==> src/rtl/jt51_wrq.sv <==
// jt51_wrq -- CPU write queue in front of the JT51 register-map stage.
//
// The CPU can write at any clk. The register-map stage only accepts a write
// when it is not busy, and it advances on the P1 clock enable (cen). This
// block buffers CPU writes in a 2**AW-entry FIFO and replays them one at a
// time, in order, through a small handshake FSM.
//
// Ports
//   clk, rst_n         system clock, synchronous active-low reset
//   cen                P1 clock enable; only the issue FSM uses it
//   cpu_wr/a0/din      CPU write strobe (one clk wide), address bit and data
//   cpu_full           queue holds 2**AW entries
//   level              current entry count (AW+1 bits)
//   ovf / ovf_clr      sticky "write dropped" flag and its clear
//   write/a0/d_in      write strobe, address bit and data to the register map
//   busy               busy flag from the register map
//
// Optional feature: define JT51_WRQ_ADDR_SKIP_EN to drop address writes
// (a0=0) that repeat the last issued address.
module jt51_wrq #(
  parameter int AW = 3
) (
  input  logic          clk,
  input  logic          rst_n,
  input  logic          cen,
  input  logic          cpu_wr,
  input  logic          cpu_a0,
  input  logic [7:0]    cpu_din,
  output logic          cpu_full,
  output logic [AW:0]   level,
  output logic          ovf,
  input  logic          ovf_clr,
  output logic          write,
  output logic          a0,
  output logic [7:0]    d_in,
  input  logic          busy
);

  localparam int DEPTH = 2**AW;

  typedef struct packed {
    logic       a0;
    logic [7:0] d;
  } wrq_ent_t;

  typedef enum logic [1:0] {IDLE, ISSUE, WAIT_HI, WAIT_LO} st_t;

  wrq_ent_t      mem_q [DEPTH];
  logic [AW-1:0] wp_q, rp_q;
  logic [AW:0]   cnt_q;
  st_t           st_q, st_d;
  logic          wd_q, wd_d;
  logic          write_q, write_d;
  logic          ovf_q;
  wrq_ent_t      out_q, out_d;
  logic          push, pop, full, empty, skip;
  wrq_ent_t      head;

  assign full  = (cnt_q == (AW+1)'(DEPTH));
  assign empty = (cnt_q == '0);
  // A write that arrives while full is dropped even if a pop frees a slot in
  // the same clk: the CPU saw cpu_full high and must not rely on the race.
  assign push  = cpu_wr & ~full;
  assign head  = mem_q[rp_q];

`ifdef JT51_WRQ_ADDR_SKIP_EN
  logic [7:0] last_q, last_d;
  logic       last_vld_q, last_vld_d;
  assign skip = ~head.a0 & last_vld_q & (head.d == last_q);
`else
  assign skip = 1'b0;
`endif

  // Issue FSM. The watchdog in WAIT_HI counts the ISSUE cycle as the first
  // busy-low cycle, so a stage that never raises busy sees strobes exactly
  // 3 cen apart.
  always_comb begin
    st_d    = st_q;
    wd_d    = wd_q;
    write_d = write_q;
    out_d   = out_q;
    pop     = 1'b0;
`ifdef JT51_WRQ_ADDR_SKIP_EN
    last_d     = last_q;
    last_vld_d = last_vld_q;
`endif
    if (cen) begin
      case (st_q)
        IDLE: begin
          if (!empty) begin
            if (skip) begin
              pop = 1'b1;              // redundant address write, no strobe
            end else if (!busy) begin
              pop     = 1'b1;
              write_d = 1'b1;
              out_d   = head;
              st_d    = ISSUE;
`ifdef JT51_WRQ_ADDR_SKIP_EN
              if (!head.a0) begin
                last_d     = head.d;
                last_vld_d = 1'b1;
              end
`endif
            end
          end
        end
        ISSUE: begin
          write_d = 1'b0;
          wd_d    = ~busy;
          st_d    = WAIT_HI;
        end
        WAIT_HI: begin
          if (busy)      st_d = WAIT_LO;
          else if (wd_q) st_d = IDLE;
          else           wd_d = 1'b1;
        end
        WAIT_LO: begin
          if (!busy) st_d = IDLE;
        end
        default: st_d = IDLE;
      endcase
    end
  end

  always_ff @(posedge clk) begin
    if (!rst_n) begin
      wp_q    <= '0;
      rp_q    <= '0;
      cnt_q   <= '0;
      st_q    <= IDLE;
      wd_q    <= 1'b0;
      write_q <= 1'b0;
      out_q   <= '0;
      ovf_q   <= 1'b0;
`ifdef JT51_WRQ_ADDR_SKIP_EN
      last_q     <= 8'h00;
      last_vld_q <= 1'b0;
`endif
    end else begin
      if (push) wp_q <= wp_q + AW'(1);
      if (pop)  rp_q <= rp_q + AW'(1);
      cnt_q   <= cnt_q + (AW+1)'(push) - (AW+1)'(pop);
      st_q    <= st_d;
      wd_q    <= wd_d;
      write_q <= write_d;
      out_q   <= out_d;
      if (cpu_wr && full) ovf_q <= 1'b1;   // drop beats a simultaneous clear
      else if (ovf_clr)   ovf_q <= 1'b0;
`ifdef JT51_WRQ_ADDR_SKIP_EN
      last_q     <= last_d;
      last_vld_q <= last_vld_d;
`endif
    end
  end

  // Storage needs no reset: entries are only read between the pointers.
  always_ff @(posedge clk) begin
    if (rst_n && push) mem_q[wp_q] <= '{a0: cpu_a0, d: cpu_din};
  end

  assign cpu_full = full;
  assign level    = cnt_q;
  assign ovf      = ovf_q;
  assign write    = write_q;
  assign a0       = out_q.a0;
  assign d_in     = out_q.d;

endmodule
==> config.mk <==
export PLATFORM = sky130hd
export DESIGN_NAME = jt51_wrq
export DESIGN_NICKNAME = d
export VERILOG_FILES = /design/src/rtl/jt51_wrq.sv
export SDC_FILE = /design/constraint.sdc
export NUM_CORES = 1
export LEC_CHECK = 0
export BUFFER_PORTS_ARGS = -buffer_cell sky130_fd_sc_hd__buf_4
export CORE_MARGIN = 5
export CORE_UTILIZATION = 40
export DETAILED_ROUTE_END_ITERATION = 6
export PLACE_DENSITY_LB_ADDON = 0.2
export SLEW_MARGIN = 20
export SYNTH_ARGS = -nofsm -noshare
export SYNTH_HDL_FRONTEND = slang
export SYNTH_SLANG_ARGS = --single-unit
==> constraint.sdc <==
create_clock -name clk -period 6.6 [get_ports clk]
set_input_delay 0.33 -clock clk [delete_from_list [all_inputs] [get_ports clk]]
set_output_delay 0.33 -clock clk [all_outputs]
set_load 0.005 [all_outputs]
==> summary.txt, run 1 <==
Cell Rows = 35
Final nets = 288
Number of flops mapped to enable cells by yosys = 72
Post-Syn Nets = 254
Max-slew violation count = 0
Synth Area in XOR/XNOR = 1.36%
DIE WIDTH = 108 microns
PwrDens = 309 nW/um^2
CTS sink count = 96
Top cell type's share of synthesized area = 55.9%
Final WL = 7060 microns
GRT Total Usage = 13.2%
Most instantiated library cell after synthesis = edfxtp_1
Worst skew pair latency = 0.36 ns
Register area share after synthesis = 68.3%
H-Tree Depth = 3
Max-Cap Viols = 0
Async SR Flop Fraction = 0%
GPL Wtd Cong = 0.697
Yosys synthesis warning count = 0
Crit path DAT = 2.78 ns
CTS max path bufs = 2
Drt initial violations = 91
Via count = 2015
Gate Count Post-Synth = 230
Hold Buf Count CTS = 0
Leak = 1.50 nW
Fin crit period = 2.52 ns
Final Cell Area = 4420 sq um
Min-Delay Path Class = in2reg
Global route overflow = 0
Critical path fanouts, max = 12
Commonest cells in the netlist = edfxtp_1 (72), dfxtp_1 (24), nor2_1 (13)
Worst EP required = 6.86 ns
DR WL/cell = 17.7 microns
WS Path Type = reg2reg
Buffers on Ports = 30
Root Driver = clkbuf_8
Status = completed
Setup repair after global routing missed its margin = false
Critical Path Slowest Stage Cell = or3b_1
Post-place instance area = 4230 sq um
Total power draw = 1.37 mW
Area Overhead vs Synth = 14.2%
Diodes inserted = 0
Simple logic cell fraction of the synthesized area = 8.28%
Setup ws final = 4.08 ns
Routed vias/inst = 5.06
Layout cell share with drive strength beyond 1 = 26.0%
Compound-Gate Fraction of Synth Area = 4.66%
Yosys reg bits = 96
Fmax = 396 MHz
Slew margin rel. = 33.2%
Ports = 31
CP Capture Type = register
Clock tree from TritonCTS = done
Initial Util = 41.5%
Final hold vios = 0
Combinational family with the most area after synthesis = multiplexers
Actual slew at the worst max-slew pin = 0.996 ns
Mux cell area share after synthesis = 11.4%
Hpwl dp = 4430 microns
CTS buffer count = 9
Sum Neg Setup Slack = 0 ns
Mapped Area = 3870 sq um
First-pass GRT wire length = 11400 microns
DIE AREA = 11700 sq um
Post-synth top flop = edfxtp_1
Drt pass-1 iters = 4
Initial antenna violation count = 0
Syn avg cell area = 16.8 sq um
Placed cell count = 382
CTS resizes = 0
Final Skew = 0.0119 ns
Biggest cell delay along the critical path = 0.42 ns
# DRC = 0
Chip Height = 108 microns
Largest area contributor in the netlist = edfxtp_1
Tcrit/Tclk final = 38.2%
Final std cells w/o fill = 398
Buffer count from post-CTS setup fixing = 0
CP most frequent cell = ha_1
Startpoint types = register
Setup Viol. Count Final = 0
Post-route antenna net violation count = 0
Largest net degree at the start of global routing = 29
Crit path cell chain = inv_1, ha_1, or3b_1, and2_4, ha_1, inv_1, ha_1, fa_1, xor2_1, and2_1
CORE AREA = 9330 sq um
Vias in the first global route = 2088
Pre-CTS setup slack = 4.09 ns
Synth Area in Adders = 3.11%
Maximum vdd drop = 0.000129 V
Netlist cell types = 40
Top post-synthesis cells by area = edfxtp_1 (56%), dfxtp_1 (12%), mux4_2 (6.4%)
# fillers = 836
Reg clk slew, reported paths = 0.09 ns
-- cell type report --
type                    count  area [sq um]  area share, %
multi-input cells         118          1150           26.1
clock buffers               9           124           2.80
repair buffers             33           248           5.61
inverters                   6          22.5          0.510
well taps                 129           161           3.65
clock inverters             7          65.1           1.47
flip-flops and latches     96          2640           59.8
-- cell families (layout without fill, tap and decap cells) --
kind of cell	count (synthesis)	after routing
compound gates	31	31
xor+xnor	6	6
fa+ha+maj	9	9
buf+inv	16	55
flops	96	96
mux	19	19
simple gates	53	53
-- metrics by stage --
stage / hold WS [ns] / utilization, %
floorplan: 0.420 / -
global placement: 0.496 / 45.3
detailed placement: 0.489 / 45.3
CTS: 0.162 / 47.4
global route: 0.171 / 47.4
finish: 0.181 / 47.4
-- routing by layer --
layer | GRT usage [%] | vias to the layer above | share of wire, %
li1 | - | 967 | -
met1 | 16.2 | 1005 | 42
met2 | 23.1 | 36 | 53
met3 | 3.58 | 7 | 4.4
met4 | 3.25 | 0 | 0.84
met5 | 0 | - | 0
-- placed cells by master, fill, tap and decap left out, types with 7 or more instances in the layout --
master / synthesis / layout
ha_1: 8 / 8
dfxtp_1: 24 / 24
and2_1: 9 / 9
mux4_2: 11 / 11
o22ai_1: 9 / 9
mux4_1: 7 / 7
edfxtp_1: 72 / 72
nor2_1: 13 / 13
buf_4: 1 / 33
clkbuf_8: 0 / 9
o21ai_1: 11 / 11
-- where the power goes --
part	total [mW]	internal, mW	switching, mW
Combinational	0.274	0.141	0.134
Sequential	0.729	0.693	0.0363
Clock	0.362	0.145	0.217
Total	1.37	0.978	0.387
-- sequential cells by signal, indices dropped and copies added, names as in the netlist --
| name | flops |
|---|---|
| a0 | 1 |
| d_in | 8 |
| level | 4 |
| mem_q | 72 |
| ovf | 1 |
| rp_q | 3 |
| st_q | 2 |
| wd_q | 1 |
| wp_q | 3 |
| write | 1 |
-- critical path, delay by kind of cell (launching register included) --
kind                     cells  cell delay [ns]
flip-flops                   1             0.33
XOR/XNOR                     1             0.15
AND/OR/NAND/NOR              3             0.79
buffers and inverters        2             0.14
adder cells (fa/ha/maj)      4             1.02
-- path summary, 6_finish.rpt --
check | slack (ns) | end | startpoint | depth (start not counted)
worst max-delay path | 4.08 | level[2] | level[2] | 10
worst min-delay path | 0.18 | st_q[0] | cen | 2
worst max register to register | 4.08 | level[2] | level[2] | 10
worst min register to register | 0.51 | d_in[3] | d_in[3] | 2
Power figures use the tool's default switching activity.
==> run 2, diff against run 1 <==
- clock period: 6.6 -> 2.1 ns (I/O delays scaled with it)
==> summary.txt, run 2 (synthesis gave the netlist of run 1 again) <==
Commonest non-fill, non-tap cell in the layout = edfxtp_1
Critical path startpoint = level[2]
WS Path Type = reg2reg
Layout cell share with drive strength beyond 1 = 36.5%
GPL Wtd Cong = 0.763
Fin crit period = 2.20 ns
Max reg flops = 72
DIE AREA = 11700 sq um
Final nets = 326
GRT Total Usage = 13.9%
Diodes inserted = 0
Chip Height = 108 microns
First-pass GRT wire length = 11800 microns
Drt initial violations = 90
Sum Neg Setup Slack = -0.172 ns
Status = complete, but fails checks
CTS sink count = 96
Hpwl dp = 4710 microns
Tcrit/Tclk final = 105%
Reg2reg start = level[2]
CORE AREA = 9330 sq um
Area Overhead vs Synth = 24.4%
Initial Util = 41.5%
Buffers on Ports = 30
Min-Delay Startpoint = ovf_clr
Vias in the first global route = 2149
DR WL/cell = 17.3 microns
R2R cell count = 10
Cell Rows = 35
Failing checks = negative setup slack
Most frequent cells in the layout = edfxtp_1 (72), buf_4 (59), dfxtp_1 (22)
Max-slew violation count = 0
Global route overflow = 0
Setup Viol. Count Final = 3
R2r setup slk = -0.10 ns
CP most frequent cell = ha_4
Post-place instance area = 4460 sq um
Clock tree from TritonCTS = done
CTS max path bufs = 2
Crit path DAT = 2.46 ns
Drt pass-1 iters = 4
Maximum vdd drop = 0.000443 V
Total power draw = 4.59 mW
Hold depth = 4
Initial antenna violation count = 0
Routed vias/inst = 4.96
Final Cell Area = 4810 sq um
Setup ws final = -0.103 ns
Biggest cell delay along the critical path = 0.37 ns
Slew margin rel. = 76.1%
Hold Path End = ovf
Via count = 2161
Largest Register = mem_q
Final WL = 7530 microns
Worst EP required = 2.36 ns
Root Driver = clkbuf_8
Reg clk slew, reported paths = 0.09 ns
Min-Delay Path Class = in2reg
Final hold vios = 0
Startpoint types = register
Worst skew pair latency = 0.37 ns
Final Skew = 0.0167 ns
Actual slew at the worst max-slew pin = 0.358 ns
Crit path cell chain = inv_4, ha_4, or3b_4, and2_4, ha_4, inv_2, ha_4, fa_2, xor2_1, and2_1
Ports = 31
CP Capture Type = register
DIE WIDTH = 108 microns
# DRC = 0
Largest net degree at the start of global routing = 27
Final Hold Slack = 0.0469 ns
Max-Cap Viols = 0
Leak = 1.68 nW
H-Tree Depth = 3
Setup repair after global routing missed its margin = true
CTS buffer count = 9
Critical Path Slowest Stage Cell = or3b_4
PwrDens = 954 nW/um^2
Critical path fanouts, max = 3
Post-route antenna net violation count = 0
Reg-to-reg endpoint = level[2]
Fmax = 454 MHz
-- run 2: cell count changes in the layout (fill, tap and decap cells not counted), moves of 3 or more --
| cell | change |
|---|---|
| inv_1 | -4 |
| dlygate4sd3_1 | +10 |
| ha_4 | +5 |
| inv_2 | +3 |
| buf_4 | +26 |
| ha_1 | -5 |
-- run 2: report_power, final --
part	internal [mW]	switching (mW)	total, mW
sequential	2.18	0.0856	2.27
combinational	0.679	0.523	1.20
clock	0.445	0.673	1.12
-- run 2: worst max path at each step --
stage	endpoint	slack, ns	cells past startpoint
floorplan	level[2]	-0.27	11
global placement	level[3]	-0.13	12
detailed placement	level[3]	-0.17	12
CTS	level[2]	-0.13	10
global route	level[2]	-0.19	10
finish	level[2]	-0.10	10
-- run 2: cell type report --
class                   count  area (sq um)
clock buffers              10           128
clock inverters             6          51.3
fillers                   791          4520
inverters                   6          25.0
multi-input cells         118          1220
flip-flops and latches     96          2650
well taps                 129           161
repair buffers             71           583
-- run 2: metrics by stage --
stage	setup slack, ns	instances	utilization [%]
2_1_floorplan	-0.268	230	-
3_3_place_gp	-0.133	407	47.8
3_5_place_dp	-0.170	407	47.8
4_1_cts	-0.131	435	51.3
5_1_grt	-0.187	436	51.6
6_report	-0.103	436	51.6
-- run 2: layer usage --
layer  routed length, microns  vias to the layer above  share of wire, %  track usage [%]
li1                         -                     1040                 -                -
met1                     3400                     1076                45             18.0
met2                     3760                       37                50             22.9
met3                      251                        8               3.3             2.39
met4                      110                        0               1.5             6.76
met5                        0                        -                 0                0
-- run 2: worst max-delay path: cells and delay by family (launching register included) --
kind | cells | cell delay, ns
fa+ha+maj | 4 | 0.85
simple gates | 3 | 0.67
flops | 1 | 0.35
xor+xnor | 1 | 0.14
buf+inv | 2 | 0.10
-- run 2: timing repair --
item | in CTS | in global routing
hold buffers | 10 | 0
setup endpoints to repair | 21 | 3
endpoints found under the hold margin | 73 | 0
gates resized for setup | 8 | 4
buffers inserted | 2 | 2
pin swaps | 6 | 3
==> run 3, diff against run 2 <==
- SETUP_SLACK_MARGIN: default -> 0.15
==> summary.txt, run 3 (synthesis gave the netlist of run 1 again) <==
CORE AREA = 9330 sq um
Total power draw = 4.66 mW
Startpoint types = register
Hpwl dp = 4670 microns
# fillers = 770
Min-Delay Path Class = in2reg
Final Hold Slack = 0.0545 ns
Drt initial violations = 97
Max-slew violation count = 0
H-Tree Depth = 3
Final Skew = 0.00918 ns
CTS sink count = 96
CTS buffer count = 9
Fin crit period = 2.21 ns
Global route overflow = 0
Actual slew at the worst max-slew pin = 0.652 ns
Worst EP required = 2.36 ns
CTS max path bufs = 2
Status = complete, but fails checks
PwrDens = 944 nW/um^2
R2R cell count = 10
Post-place instance area = 4470 sq um
Final hold vios = 0
Drt pass-1 iters = 4
Commonest non-fill, non-tap cell in the layout = edfxtp_1
Slew margin rel. = 56.4%
DIE WIDTH = 108 microns
Sum Neg Setup Slack = -0.232 ns
Layout cell share with drive strength beyond 1 = 39.0%
Post-route antenna net violation count = 0
WS Path Type = reg2reg
# DRC = 0
Setup ws final = -0.108 ns
Initial Util = 41.5%
Critical path fanouts, max = 3
Most frequent cells in the layout = edfxtp_1 (72), buf_4 (52), dfxtp_1 (22)
Tcrit/Tclk final = 105%
Maximum vdd drop = 0.000418 V
Area Overhead vs Synth = 27.8%
Pre-CTS setup slack = -0.154 ns
Max reg flops = 72
Hold depth = 4
First-pass GRT wire length = 12300 microns
Fmax = 453 MHz
Root Driver = clkbuf_8
Crit path DAT = 2.47 ns
GPL Wtd Cong = 0.732
FF/Latch Area = 2650 sq um
DIE AREA = 11700 sq um
CP Capture Type = register
Largest net degree at the start of global routing = 21
Worst skew pair latency = 0.36 ns
Ports = 31
CP endpoint = level[2]
Max-Cap Viols = 0
Leak = 1.72 nW
R2r setup slk = -0.11 ns
Vias in the first global route = 2280
Buffers on Ports = 30
Setup repair after global routing missed its margin = true
Cell Rows = 35
Multi-input gate area = 1300 sq um
Reg2reg start = level[2]
Routed vias/inst = 4.97
GRT Total Usage = 14.2%
Largest Register = mem_q
DR WL/cell = 17.5 microns
Final WL = 7630 microns
Failing checks = negative setup slack
Diodes inserted = 0
Chip Height = 108 microns
Final nets = 327
Critical path startpoint = level[2]
Initial antenna violation count = 0
Reg-to-reg endpoint = level[2]
Via count = 2172
Setup Viol. Count Final = 3
Clock tree from TritonCTS = done
Final Cell Area = 4940 sq um
Reg clk slew, reported paths = 0.10 ns
==> run 3: cell count changes in the layout (fill, tap and decap cells not counted), moves of 2 or more <==
cell        previous run  this run
inv_6                  1         3
nor3_4                 0         3
clkinvlp_4             3         1
buf_4                 59        52
nor4_2                 2         0
buf_6                  0         8
nor4_4                 0         2
nor3_1                 5         1
==> run 3: how the worst min path moves through the flow <==
| stage | from | to |
|---|---|---|
| 2_1_floorplan | cen | st_q[0] |
| 3_3_place_gp | cen | st_q[0] |
| 3_5_place_dp | cen | st_q[0] |
| 4_1_cts | ovf_clr | ovf |
| 5_1_grt | cpu_wr | wp_q[1] |
| 6_report | ovf_clr | ovf |
==> run 3: stage by stage <==
stage / util (%) / instances
finish: 53.0 / 437
global route: 53.0 / 437
CTS: 51.8 / 432
detailed placement: 47.9 / 404
global placement: 47.9 / 404
floorplan: - / 230
==> run 3: repair_timing <==
item,CTS,global route
pin swaps,10,3
setup endpoints to repair,39,39
resized for setup,12,21
gates cloned,0,2
buffers inserted,2,3
hold buffers,10,0
endpoints found under the hold margin,73,0
==> run 3: layout make-up <==
| class | instances | share of cell area (%) |
|---|---|---|
| Clock buffer | 9 | 2.51 |
| Multi-Input combinational cell | 118 | 26.2 |
| Clock inverter | 7 | 1.42 |
| Sequential cell | 96 | 53.5 |
| Inverter | 6 | 0.506 |
| Tap cell | 129 | 3.27 |
| Timing Repair Buffer | 72 | 12.6 |
==> run 3: per-layer routing <==
layer  up-vias  global-route usage [%]  share of wire (%)
met5         -                       0                  0
met4         0                    3.61                1.1
met3         7                    4.12                3.6
met2        29                    23.7                 52
met1      1092                    18.2                 44
li1       1044                       -                  -
==> run 3: worst max-delay path, stage by stage, from the launching register on <==
cell and delay [ns]:
dfxtp_2 0.35, inv_4 0.08, ha_4 0.13, or3b_4 0.36
and2_4 0.16, ha_4 0.25, inv_2 0.03, ha_4 0.15
fa_2 0.33, xor2_1 0.14, and2_1 0.13
==> run 3: report_power, final <==
| group | switching [mW] | internal [mW] |
|---|---|---|
| Clock | 0.692 | 0.463 |
| Combinational | 0.559 | 0.684 |
| Sequential | 0.0845 | 2.18 |
